## src/rtl/uart_mmio_ctrl.sv

```systemverilog
// Memory-mapped UART controller: TX FIFO sequencer, RX capture, baud register and status flags.
// Optional IRQEN register and registered interrupt are enabled by defining UART_MMIO_IRQ_EN.
module uart_mmio_ctrl #(
  parameter int unsigned CLK_HZ       = 50_000_000,
  parameter int unsigned DEFAULT_BAUD = 115200,
  parameter int unsigned TX_DEPTH     = 8
) (
  input  logic        clk,
  input  logic        rst,
  input  logic [4:0]  bus_addr,
  input  logic        bus_we,
  input  logic        bus_re,
  input  logic [31:0] bus_wdata,
  output logic [31:0] bus_rdata,
  output logic        bus_rvalid,
  output logic        uart_we,
  output logic [7:0]  uart_data,
  output logic [31:0] uart_baud,
  output logic [31:0] uart_clk_freq,
  input  logic        uart_busy,
  input  logic        uart_read_ready,
  input  logic [7:0]  uart_rx_data,
  input  logic        uart_out_valid,
  output logic        irq
);

  localparam int AW = $clog2(TX_DEPTH);

  localparam logic [2:0] REG_TXDATA = 3'd0;
  localparam logic [2:0] REG_RXDATA = 3'd1;
  localparam logic [2:0] REG_STATUS = 3'd2;
  localparam logic [2:0] REG_BAUD   = 3'd3;
  localparam logic [2:0] REG_IRQEN  = 3'd4;

  typedef enum logic [1:0] {
    S_IDLE,
    S_ISSUE,
    S_WAIT_BUSY,
    S_WAIT_DONE
  } tx_state_t;

  typedef logic [AW:0] ptr_t;

  localparam ptr_t PTR_ONE = ptr_t'(1);

  tx_state_t   state, state_nx;
  ptr_t        wr_ptr, rd_ptr;
  logic [7:0]  fifo_mem [TX_DEPTH];
  logic [7:0]  rx_byte;
  logic        rx_valid, rx_overrun, tx_overflow;
  logic        out_valid_q;
  logic [31:0] baud_q;
  logic [31:0] irqen_rdata;
  logic [31:0] rd_mux;

  logic [2:0]  reg_idx;
  logic        rd_hit, push_req, push, pop;
  logic        fifo_full, fifo_empty, rx_rise, baud_accept;
  logic        unused_addr_bits;

  assign reg_idx          = bus_addr[4:2];
  assign unused_addr_bits = ^bus_addr[1:0];

  // A simultaneous write wins; the read is dropped entirely.
  assign rd_hit   = bus_re && !bus_we;
  assign push_req = bus_we && (reg_idx == REG_TXDATA);

  assign fifo_empty = (wr_ptr == rd_ptr);
  assign fifo_full  = (wr_ptr[AW] != rd_ptr[AW]) && (wr_ptr[AW-1:0] == rd_ptr[AW-1:0]);

  // Fullness is judged before any same-cycle pop.
  assign push = push_req && !fifo_full;
  assign pop  = (state == S_ISSUE) && !uart_busy && uart_read_ready;

  assign rx_rise     = uart_out_valid && !out_valid_q;
  assign baud_accept = bus_we && (reg_idx == REG_BAUD) && fifo_empty &&
                       (state == S_IDLE) && (bus_wdata != 32'd0);

  assign uart_baud     = baud_q;
  assign uart_clk_freq = 32'(CLK_HZ);

  // NOTE: storage array has no reset; only the pointers define its contents.
  always_ff @(posedge clk) begin
    if (push) fifo_mem[wr_ptr[AW-1:0]] <= bus_wdata[7:0];
  end

  // NOTE: sequential state uses non-blocking assignments so every flop samples pre-edge values.
  always_ff @(posedge clk) begin
    if (rst) state <= S_IDLE;
    else     state <= state_nx;
  end

  // NOTE: every always_comb output gets a default first so no latch is inferred.
  always_comb begin
    state_nx  = state;
    uart_we   = 1'b0;
    uart_data = 8'h00;
    case (state)
      S_IDLE:      if (!fifo_empty && !uart_busy && uart_read_ready) state_nx = S_ISSUE;
      S_ISSUE: begin
        uart_we   = 1'b1;
        uart_data = fifo_mem[rd_ptr[AW-1:0]];
        state_nx  = pop ? S_WAIT_BUSY : S_IDLE;
      end
      S_WAIT_BUSY: if (uart_busy)  state_nx = S_WAIT_DONE;
      S_WAIT_DONE: if (!uart_busy) state_nx = S_IDLE;
      default:     state_nx = S_IDLE;
    endcase
  end

  always_comb begin
    rd_mux = 32'd0;
    case (reg_idx)
      REG_RXDATA: rd_mux = {24'd0, rx_byte};
      REG_STATUS: rd_mux = {26'd0, uart_busy, tx_overflow, rx_overrun,
                            rx_valid, fifo_empty, fifo_full};
      REG_BAUD:   rd_mux = baud_q;
      REG_IRQEN:  rd_mux = irqen_rdata;
      default:    rd_mux = 32'd0;
    endcase
  end

  always_ff @(posedge clk) begin
    if (rst) begin
      wr_ptr      <= '0;
      rd_ptr      <= '0;
      rx_byte     <= 8'h00;
      rx_valid    <= 1'b0;
      rx_overrun  <= 1'b0;
      tx_overflow <= 1'b0;
      out_valid_q <= 1'b0;
      baud_q      <= 32'(DEFAULT_BAUD);
      bus_rdata   <= 32'd0;
      bus_rvalid  <= 1'b0;
    end else begin
      if (push) wr_ptr <= wr_ptr + PTR_ONE;
      if (pop)  rd_ptr <= rd_ptr + PTR_ONE;
      out_valid_q <= uart_out_valid;

      // Clears from software reads come first so a same-cycle hardware set wins.
      if (rd_hit && (reg_idx == REG_STATUS)) begin
        rx_overrun  <= 1'b0;
        tx_overflow <= 1'b0;
      end
      if (rd_hit && (reg_idx == REG_RXDATA)) rx_valid <= 1'b0;
      if (push_req && fifo_full) tx_overflow <= 1'b1;
      if (rx_rise) begin
        rx_byte  <= uart_rx_data;
        rx_valid <= 1'b1;
        if (rx_valid) rx_overrun <= 1'b1;
      end

      if (baud_accept) baud_q <= bus_wdata;

      bus_rvalid <= rd_hit;
      if (rd_hit) bus_rdata <= rd_mux;
    end
  end

`ifdef UART_MMIO_IRQ_EN
  logic [1:0] irq_en;
  logic       irq_q;

  always_ff @(posedge clk) begin
    if (rst) begin
      irq_en <= 2'b00;
      irq_q  <= 1'b0;
    end else begin
      if (bus_we && (reg_idx == REG_IRQEN)) irq_en <= bus_wdata[1:0];
      irq_q <= (irq_en[0] & rx_valid) | (irq_en[1] & fifo_empty & (state == S_IDLE));
    end
  end

  assign irq         = irq_q;
  assign irqen_rdata = {30'd0, irq_en};
`else
  assign irq         = 1'b0;
  assign irqen_rdata = 32'd0;
`endif

endmodule

```

## config.mk

```make
export PLATFORM = sky130hd
export DESIGN_NAME = uart_mmio_ctrl
export DESIGN_NICKNAME = d
export VERILOG_FILES = /design/src/rtl/uart_mmio_ctrl.sv
export SDC_FILE = /design/constraint.sdc
export NUM_CORES = 1
export LEC_CHECK = 0
export BUFFER_PORTS_ARGS = -buffer_cell sky130_fd_sc_hd__buf_2
export CORE_MARGIN = 2
export CORE_UTILIZATION = 45
export CTS_BUF_LIST = sky130_fd_sc_hd__clkbuf_16
export DETAILED_ROUTE_END_ITERATION = 12
export PLACE_DENSITY = 0.77
export REMOVE_ABC_BUFFERS = 1
export SETUP_SLACK_MARGIN = 0.5
export SKIP_LAST_GASP = 1
export SLEW_MARGIN = 40
export SYNTH_ARGS = -nofsm -noshare
export SYNTH_HDL_FRONTEND = slang
export SYNTH_SLANG_ARGS = --single-unit
export TNS_END_PERCENT = 100
```

## constraint.sdc

```tcl
create_clock -name clk -period 2.55 [get_ports clk]
set_clock_uncertainty 0.05 [all_clocks]
set_input_delay 0.51 -clock clk [delete_from_list [all_inputs] [get_ports clk]]
set_output_delay 0.51 -clock clk [all_outputs]
set_load 0.1 [all_outputs]
```

* Word level (Yosys, flattened, before mapping) *
Memories as Yosys holds them, arrays and structs flattened. A register that Yosys moved wholly into a read port is not among the register bits.
Index checks and enable logic that the tools add are counted.
W data, S select, Z words.

storage, ports and cells
  flip-flop bits (word level) = 87
  memory bits (writable) = 64
  input bits = 52
  output and inout port bits = 107
  logic and storage cells = 72
  memories = 1

memories
  memory    depth  bits a word  read ports  clocked after memory_dff  write ports  RTL line  source
  fifo_mem  8      8            1           1                         1            48        logic [7:0] fifo_mem [TX_DEPTH];

cells by class
  add/sub/neg operators = 2
  equality and inequality tests = 12
  mux-type cells = 19
  reduce and logical (&&, ||, !) cells = 27

operator list
  cell                   number
  $pmux W32 S3           1
  $reduce_bool A32 Y1    1
  $logic_and A1 B1 Y1    16
  $mux W1                10
  $add A4 B1 Y4 const B  2
  $mux W2                4
  $mux W8                1
  $pmux W2 S4            1
  $eq A3 B2 Y1 const B   2
  $mux W3                2
  $logic_not A1 Y1       5
  $eq A2 B2 Y1 const B   2
  $eq A4 B4 Y1           1
  $ne A2 B2 Y1 const B   2
  $reduce_bool A2 Y1     2
  $eq A3 B1 Y1 const B   1
  $eq A3 B3 Y1           1
  $logic_not A3 Y1       1
  $reduce_and A3 Y1      1
  $eq A2 B1 Y1 const B   1
  $logic_not A2 Y1       1
  $ne A2 B1 Y1 const B   1
  $ne A1 B1 Y1           1

* Depth between registers and ports, before layout *
Gate-level depths: netlist of run 1.

  word-level depth = 6
  mapped depth = 6
  gate-level depth less buffers = 4

* Worst setup path after synthesis of run 1 *
Ideal clock, no wire load.

  kind = reg2out
  start point = register (tool-made name)
  end point = output uart_data[5]
  arrival = 2.596 ns
  slack = -0.606 ns
  stages on the path, launching flop included = 6
  path through = dfxtp_1 -> clkbuf_1 -> buf_2 -> mux4_2 -> mux2i_1 -> nor2_1

RTL lines
  what              RTL line  source
  end: declaration  17        output logic [7:0] uart_data,

==> summary.txt, run 1 <==
Run status
  • Outcome: completed

Timing
  • Count of final max-slew check failures: 0
  • Final worst slack: 0.0421 ns
  • Slew margin rel.: 0.525
  • F_max: 399 MHz
  • Setup TNS: 0 ns
  • Fin crit period: 2.51 ns
  • Hold Violations, Final: 0
  • # setup viols final: 0
  • RSZ-0062 raised after global routing: true
  • Measured slew at the worst slew-check pin: 0.712 ns
  • Period utilisation layout: 0.983

Worst setup path
  • Buffers and inverters on the worst path: 2
  • Reg2Reg Depth: 7
  • Worst Path Required: 1.99 ns
  • Crit Path Max Fanout: 8
  • Peak per-stage delay on the critical path: 0.52 ns
  • Slowest cell on crit path: mux4_2
  • CP endpoint kind: primary output
  • CP cell instances: buf_12 > mux4_2 > mux2i_2 > nor2_2 > buf_12
  • Critical Path Stages: 5
  • Top delay family on crit path: multiplexers
  • Setup crit start kind: flip-flop
  • CP dominant cell by count: buf_12
  • Worst EP arrival: 1.95 ns
  • Crit Path Class: reg2out

Die
  • Die Ht: 124 um
  • Initial Util: 0.454
  • CORE AREA: 14,400 um^2
  • Rows: 44
  • Total die area: 15,500 um^2
  • # IOs: 159
  • Die width: 124 um

Drt
  • DR WL/cell: 17.0 um
  • Drt initial violations: 324
  • DRC violation count after routing: 0
  • Final WL: 15,000 um
  • Via Count: 4,547
  • Post-DRT Antenna Nets: 0
  • Via-to-Cell Ratio: 5.14
  • Drt pass-1 iters: 5

Synthesis
  • Number of enable flip-flop cells after synthesis: 64
  • Post-synth top area cell: edfxtp_1
  • Sequential fraction of the synthesis area: 0.571
  • #FFs+latches synth: 154
  • Cells after Synth: 543
  • Synth area leaders: edfxtp_1, dfxtp_1, mux2i_1
  • Top_reg_cell synth: dfxtp_1
  • Yosys warns: 0
  • Ys async rst share: 0
  • Yosys cell types: 43
  • Mapped cell area: 6530 um^2
  • Syn Area/Cell: 12.0 um^2
  • Top-area cell type share of the netlist area: 0.295

Clock tree
  • Maximum buffer depth of the clock tree: 2
  • Cts hold-fix bufs: 0
  • Clock latency on the worst-skew pair: 0.41 ns
  • H-Tree Depth: 4
  • Clock slew at reported path FFs: 0.06 ns
  • CTS tree: built
  • Clock root buffer: clkbuf_16
  • Cts bufs inserted: 17
  • Clock tree sinks: 154

Global route
  • First-pass GRT wire length: 23,600 um
  • Tot GR Track Use: 0.195
  • Largest net degree at the start of global routing: 55
  • GRT overflow: 0
  • Initial antenna violation count: 0
  • Number of global-route vias before repair: 4,481

Power and ir drop
  • Leakage: 3.23 nW
  • Worst vdd ir: 0.000471 V
  • Pwr/cell area: 692 nW/um^2
  • Total design power: 5.73 mW

Final layout
  • Area delta synth->final: 26.8%
  • Final Util: 0.576
  • Share of layout cells above drive strength 1: 0.335
  • Commonest non-fill, non-tap cells in the layout: buf_2, dfxtp_1, edfxtp_1
  • Ant. Diodes: 0
  • Final std cells w/o fill: 885
  • Fillcell total: 1,136
  • Commonest non-fill, non-tap cell in the layout: buf_2
  • Nets@finish: 742

Job
  • Max cap viols: 0

Place
  • Port bufs: 123
  • Inst Count DP: 841
  • Post-DP HPWL: 10,300 um
  • Pre-CTS setup slack: 0.183 ns
  • Placer Congestion: 0.820

Hold path
  • Worst Hold Class: in2reg
  • Hold path depth: 3
registers in the layout, summed over array words and instances (netlist names), named ones only:
register,cells
rx_byte,8
wr_ptr,4
bus_rvalid,1
rx_overrun,1
tx_overflow,1
rx_valid,1
fifo_mem,64
out_valid_q,1
uart_baud,32
rd_ptr,4
bus_rdata,32
state,1
final timing paths:
path,start,endpoint,slack [ns]
worst max-delay path,flip-flop,uart_data[6],0.04
worst min-delay path,uart_rx_data[4],rx_byte[4]$_SDFFE_PP0P_,0.29
worst max register to register,wr_ptr[1]$_SDFFE_PP0P_,uart_baud[17]$_SDFFE_PP0P_,0.48
worst min register to register,rx_byte[3]$_SDFFE_PP0P_,rx_byte[3]$_SDFFE_PP0P_,0.41
final cells by class:
cell class | count | area [um^2] | area share
Multi-Input combinational cell | 349 | 2530 | 0.306
Clock inverter | 15 | 175 | 0.0212
Inverter | 4 | 15.0 | 0.00181
Sequential cell | 154 | 3740 | 0.452
Timing Repair Buffer | 162 | 1150 | 0.139
Clock buffer | 17 | 425 | 0.0514
Tap cell | 184 | 230 | 0.0278
per-stage QoR:
| stage | area (um^2) | hold WS [ns] |
|---|---|---|
| CTS | 8200 | 0.276 |
| global route | 8280 | 0.287 |
| detailed placement | 7420 | 0.402 |
| global placement | 7420 | 0.392 |
| finish | 8280 | 0.294 |
| floorplan | 6220 | 0.378 |
synth_stat cells (4+ instances only):
| cell type | count |
|---|---|
| buf_4 | 33 |
| xor2_1 | 5 |
| a21oi_1 | 12 |
| mux4_2 | 16 |
| nand2b_1 | 63 |
| mux2_2 | 7 |
| mux2i_1 | 42 |
| nand2_1 | 19 |
| dfxtp_1 | 90 |
| nor4_1 | 10 |
| edfxtp_1 | 64 |
| a22oi_1 | 33 |
| nor2_1 | 66 |
| a22o_1 | 6 |
| inv_1 | 4 |
| nor2b_1 | 5 |
| clkbuf_1 | 25 |
metal layers:
metal | routed length [um] | GRT usage
met1 | 6160 | 0.240
met2 | 7500 | 0.328
met3 | 1020 | 0.0567
met4 | 332 | 0.0720
met5 | 0 | 0
cells by family after synthesis:
group,share of synthesized area
and+or+nand+nor,0.147
buffers and inverters,0.0675
DFF,0.571
adders and majority gates,0.00383
other,0.00115
AOI/OAI and AO/OA,0.0658
xor gates and xnor gates,0.0119
muxes,0.132
where the power goes:
part / internal [mW] / switching [mW]
registers: 2.59 / 0.0197
clock network: 1.54 / 0.990
logic: 0.127 / 0.462
worst register-to-register path, cell delays in order (launching register included):
cell and delay [ns]:
dfxtp_4 0.37, xor2_4 0.19, or4b_4 0.56, a211oi_4 0.22, buf_6 0.17, buf_12 0.10, buf_12 0.13, mux2i_1 0.21
repair_timing:
item                                    CTS  global route
pin swaps                                 5             3
gates cloned                              3             0
buffers inserted                          4             5
resized for setup                        20             8
hold endpoints to repair                  0             0
endpoints found under the setup margin   41            40
Power figures use the tool's default switching activity.
==> inputs of run 2 (changes only) <==
Settings changed: RECOVER_POWER set to 50.
==> run 2 against run 1 <==
  * Non-clock buffer count did not move
  * Largest power group unchanged
  * Combinational power fell by 1%
  * Worst setup slack barely moved
  * Die area did not move
  * Critical path depth did not move
  * Design area fell by 0.88%
  * Global-route usage did not move
  * Core utilization fell by 0.51 points
  * The run now ends with max-capacitance violations, max-slew violations left
  * Clock-buffer cell count did not move
  * Sequential cell count did not move
  * Sequential power barely moved
  * Maximum frequency barely moved
==> summary.txt, run 2 (synthesized netlist as in run 1, its figures left out) <==
Run status
  • Outcome: finished, violations left
  • Failing checks: max-capacitance violations, max-slew violations

Timing
  • F_max: 399 MHz
  • Period utilisation layout: 0.984
  • Slew margin rel.: -0.129
  • Measured slew at the worst slew-check pin: 1.69 ns
  • Count of final max-slew check failures: 38
  • RSZ-0062 raised after global routing: true
  • Final worst slack: 0.0418 ns
  • Fin crit period: 2.51 ns
  • Setup TNS: 0 ns
  • # setup viols final: 0
  • Hold Violations, Final: 0

Worst setup path
  • Worst Path Required: 1.99 ns
  • Buffers and inverters on the worst path: 2
  • Peak per-stage delay on the critical path: 0.52 ns
  • Source of the worst register-to-register timing path: wr_ptr[1]$_SDFFE_PP0P_
  • Reg-to-reg endpoint: uart_baud[17]$_SDFFE_PP0P_
  • Crit Path Max Fanout: 8
  • CP dominant cell by count: buf_12
  • Top delay family on crit path: multiplexers
  • Crit Path Class: reg2out
  • Reg2Reg Depth: 7
  • Critical Path Stages: 5
  • CP endpoint kind: primary output
  • Setup crit start kind: flip-flop
  • R2r setup slk: 0.48 ns
  • Worst Setup EP: uart_data[6]
  • Slowest cell on crit path: mux4_2
  • Worst EP arrival: 1.95 ns
  • CP cell instances: buf_12 > mux4_2 > mux2i_2 > nor2_2 > buf_12

Power and ir drop
  • Worst vdd ir: 0.000471 V
  • Pwr/cell area: 697 nW/um^2
  • Total design power: 5.72 mW
  • Leakage: 3.05 nW

Final layout
  • Footprint of the multi-input gates: 2530 um^2
  • Storage cell area: 3740 um^2
  • Share of layout cells above drive strength 1: 0.272
  • Area delta synth->final: 25.7%
  • Nets@finish: 742
  • Ant. Diodes: 0
  • Max reg flops: 64
  • Fillcell total: 1,165
  • Commonest non-fill, non-tap cell in the layout: dfxtp_1
  • Commonest non-fill, non-tap cells in the layout: dfxtp_1, buf_2, edfxtp_1

Clock tree
  • Clock latency on the worst-skew pair: 0.41 ns
  • Clock slew at reported path FFs: 0.06 ns
  • Maximum buffer depth of the clock tree: 2
  • Cts bufs inserted: 17
  • CTS tree: built
  • Clock tree sinks: 154
  • H-Tree Depth: 4
  • Clock root buffer: clkbuf_16

Die
  • Rows: 44
  • # IOs: 159
  • Die Ht: 124 um
  • Die width: 124 um
  • Initial Util: 0.454
  • Total die area: 15,500 um^2
  • CORE AREA: 14,400 um^2

Drt
  • Final WL: 15,000 um
  • Via Count: 4,560
  • DRC violation count after routing: 0
  • Via-to-Cell Ratio: 5.15
  • Drt initial violations: 296
  • DR WL/cell: 17.0 um
  • Drt pass-1 iters: 5
  • Post-DRT Antenna Nets: 0

Global route
  • Tot GR Track Use: 0.195
  • Initial antenna violation count: 0
  • Number of global-route vias before repair: 4,481
  • Largest net degree at the start of global routing: 55
  • First-pass GRT wire length: 23,600 um
  • GRT overflow: 0

Place
  • Pre-CTS setup slack: 0.183 ns
  • Port bufs: 123
  • Placer Congestion: 0.820
  • Post-DP HPWL: 10,300 um

Job
  • Max cap viols: 1

Hold path
  • Worst Hold Class: in2reg
[run 2: cell types whose count changed in the layout (fill, tap and decap cells not counted), sizes merged]
| cell | change |
|---|---|
| buf | -44 |
| clkbuf | +44 |
[run 2: worst min-delay path by stage]
stage                                 start                       to  depth (start not counted)
floorplan           rx_byte[1]$_SDFFE_PP0P_  rx_byte[1]$_SDFFE_PP0P_                          2
global placement    rx_byte[7]$_SDFFE_PP0P_  rx_byte[7]$_SDFFE_PP0P_                          2
detailed placement  rx_byte[3]$_SDFFE_PP0P_  rx_byte[3]$_SDFFE_PP0P_                          2
CTS                          uart_out_valid   out_valid_q$_SDFF_PP0_                          2
global route                uart_rx_data[4]  rx_byte[4]$_SDFFE_PP0P_                          3
finish                      uart_rx_data[4]  rx_byte[4]$_SDFFE_PP0P_                          3
[run 2: area by class of cell]
cell class / count / share of cell area
sequential: 154 / 0.456
tap: 184 / 0.0281
clock inverter: 15 / 0.0214
timing repair buffer: 162 / 0.132
clock buffer: 17 / 0.0519
multi-input combinational: 349 / 0.309
inverter: 4 / 0.00183
[run 2: metal layers]
layer | up-vias | global-route usage | part of all wire
li1 | 2150 | - | -
met1 | 2204 | 0.240 | 0.42
met2 | 181 | 0.328 | 0.50
met3 | 25 | 0.0567 | 0.065
met4 | 0 | 0.0720 | 0.021
met5 | - | 0 | 0
[run 2: timing repair]
action                                  4_1_cts  5_1_grt
cloned                                        3        0
hold buffers                                  0        0
pin swaps                                     5        3
buffers inserted                              4        5
endpoints found under the setup margin       41       40
resized for setup                            20        8
[run 2: through the flow]
| stage | cell area, um^2 | std cells | hold slack (ns) | util |
|---|---|---|---|---|
| floorplan | 6220 | 507 | 0.378 | - |
| global placement | 7420 | 841 | 0.392 | 0.517 |
| detailed placement | 7420 | 841 | 0.402 | 0.517 |
| CTS | 8200 | 880 | 0.276 | 0.571 |
| global route | 8200 | 885 | 0.287 | 0.571 |
| finish | 8200 | 885 | 0.294 | 0.571 |
[run 2: tightest hold or removal path: cells and delay by family]
family	cells	cell delay [ns]
AOI/OAI and AO/OA	1	0.05
buffers and inverters	1	0.10
and+or+nand+nor	1	0.04
[run 2: where the power goes]
group          leakage [nW]  internal, mW  switching (mW)
combinational          1.46         0.120           0.463
clock                 0.286          1.54           0.988
sequential             1.31          2.59          0.0198
==> inputs of run 3 (changes only) <==
Settings changed: BUFFER_PORTS_ARGS -buffer_cell sky130_fd_sc_hd__buf_2 to unset, DONT_BUFFER_PORTS set to 1, PLACE_DENSITY 0.77 to 0.67.
==> run 3 against run 2 <==
  * Sequential power hardly changed
  * Highest routed layer unchanged
  * Sequential cell count stayed put
  * Critical path type unchanged
  * Global-route usage is 0.87 points lower
  * Clock power is 2% higher
  * Worst setup slack better by 0.024 ns
  * Total power is 0.60% lower
  * Hold slack worse by 0.19 ns
  * Clock-buffer cell count is 1 higher
  * The run now ends clean
  * Cell count is 6.7% lower
==> summary.txt, run 3 (synthesized netlist as in run 1, its figures left out) <==
Run status
  • Outcome: completed

Worst setup path
  • CP dominant cell by count: buf_12
  • CP cell instances: buf_12 > mux4_2 > mux2i_2 > nor2_2 > buf_12
  • Crit Path Class: reg2out
  • Worst EP arrival: 1.92 ns
  • Source of the worst register-to-register timing path: wr_ptr[1]$_SDFFE_PP0P_
  • R2r setup slk: 0.39 ns
  • Top delay family on crit path: multiplexers
  • Crit Path Max Fanout: 8
  • Reg2Reg Depth: 6
  • Worst Path Required: 1.99 ns
  • Reg-to-reg endpoint: uart_baud[6]$_SDFFE_PP0P_
  • CP endpoint kind: primary output
  • Slowest cell on crit path: mux4_2
  • Setup crit start kind: flip-flop
  • Peak per-stage delay on the critical path: 0.53 ns
  • Buffers and inverters on the worst path: 2

Clock tree
  • Maximum buffer depth of the clock tree: 2
  • Cts hold-fix bufs: 0
  • Clock tree sinks: 154
  • Cts bufs inserted: 17
  • H-Tree Depth: 4
  • Clock slew at reported path FFs: 0.05 ns
  • Clock root buffer: clkbuf_16
  • CTS tree: built
  • Clock latency on the worst-skew pair: 0.42 ns

Die
  • # IOs: 159
  • Die Ht: 124 um
  • Total die area: 15,500 um^2
  • CORE AREA: 14,400 um^2
  • Initial Util: 0.454
  • Die width: 124 um
  • Rows: 44

Drt
  • DR WL/cell: 17.2 um
  • Via-to-Cell Ratio: 5.15
  • Drt pass-1 iters: 4
  • Final WL: 14,200 um
  • Via Count: 4,254
  • Post-DRT Antenna Nets: 0
  • Drt initial violations: 186
  • DRC violation count after routing: 0

Final layout
  • Max reg flops: 64
  • Commonest non-fill, non-tap cell in the layout: dfxtp_1
  • Area delta synth->final: 23.3%
  • Final std cells w/o fill: 826
  • Share of layout cells above drive strength 1: 0.232
  • Ant. Diodes: 0
  • Commonest non-fill, non-tap cells in the layout: dfxtp_1, edfxtp_1, nand2b_1
  • Storage cell area: 3740 um^2
  • Fillcell total: 1,189
  • Footprint of the multi-input gates: 2560 um^2
  • Nets@finish: 683
  • Final design instance area without fill: 8050 um^2

Global route
  • Largest net degree at the start of global routing: 121
  • Met2 GRT Util: 0.313
  • First-pass GRT wire length: 22,800 um
  • M3 GR Usage: 0.0674
  • Initial antenna violation count: 0
  • Met1 usage: 0.221
  • GRT overflow: 0
  • Number of global-route vias before repair: 4,358
  • GR peak layer: met2
  • Tot GR Track Use: 0.187

Timing
  • Period utilisation layout: 0.974
  • Measured slew at the worst slew-check pin: 1.36 ns
  • Hold Violations, Final: 0
  • Count of final max-slew check failures: 0
  • RSZ-0062 raised after global routing: true
  • # setup viols final: 0
  • Fin crit period: 2.48 ns
  • F_max: 402 MHz
  • Hold WS: 0.108 ns
  • Slew margin rel.: 0.0962

Hold path
  • Beginning of the worst hold path: rst
  • Worst Hold Class: in2reg
  • Hold Crit Endpoint: rx_byte[4]$_SDFFE_PP0P_
  • Hold path depth: 1

Job
  • Max cap viols: 0

Place
  • Inst Count DP: 780
  • Port bufs: 0
  • Post-DP HPWL: 9470 um
  • DP Area: 7260 um^2
  • Placer Congestion: 0.825

Power and ir drop
  • Total design power: 5.68 mW
  • Worst vdd ir: 0.000405 V
  • Leakage: 2.90 nW
  • Pwr/cell area: 706 nW/um^2
run 3: cell type report:
class,count,share of cell area
flip-flops and latches,154,0.465
multi-input cells,349,0.319
repair buffers,103,0.110
clock buffers,18,0.0560
well taps,184,0.0286
clock inverters,14,0.0202
inverters,4,0.00187
run 3: worst max-delay path by stage:
stage,from,slack [ns],cells past startpoint,endpoint
finish,flip-flop,0.07,5,uart_data[6]
global route,flip-flop,-0.004,5,uart_data[5]
CTS,flip-flop,0.04,5,uart_data[7]
detailed placement,bus_addr[4],0.28,5,fifo_mem[4][4]$_DFFE_PP_
global placement,bus_addr[4],0.36,5,fifo_mem[4][7]$_DFFE_PP_
floorplan,flip-flop,-0.56,3,uart_data[0]
run 3: worst register-to-register path, stage by stage, from the launching register on:
cell      delay [ns]
dfxtp_1         0.54
xor2_2          0.15
or4b_4          0.54
a211oi_4        0.29
buf_12          0.16
buf_12          0.14
mux2i_1         0.21
run 3: power breakdown:
| group | switching, mW | internal [mW] |
|---|---|---|
| sequential | 0.0119 | 2.59 |
| clock | 0.927 | 1.66 |
| combinational | 0.399 | 0.0938 |
run 3: timing repair:
action,in CTS,in global routing
gates cloned,4,0
endpoints found under the setup margin,42,40
pin swaps,6,8
gates resized for setup,21,7
setup buffers,8,2
run 3: metal layers:
metal / vias to the layer above / wire (um)
met2: 142 / 7130
met5: - / 0
met4: 0 / 216
li1: 2037 / -
met1: 2058 / 5880
met3: 17 / 967
run 3: metrics by stage:
step                 util  worst slack (ns)  setup TNS (ns)
floorplan               -            -0.557          -14.04
global placement    0.505             0.358               0
detailed placement  0.505             0.278               0
CTS                 0.565            0.0439               0
global route        0.560          -0.00402        -0.00697
finish              0.560            0.0653               0
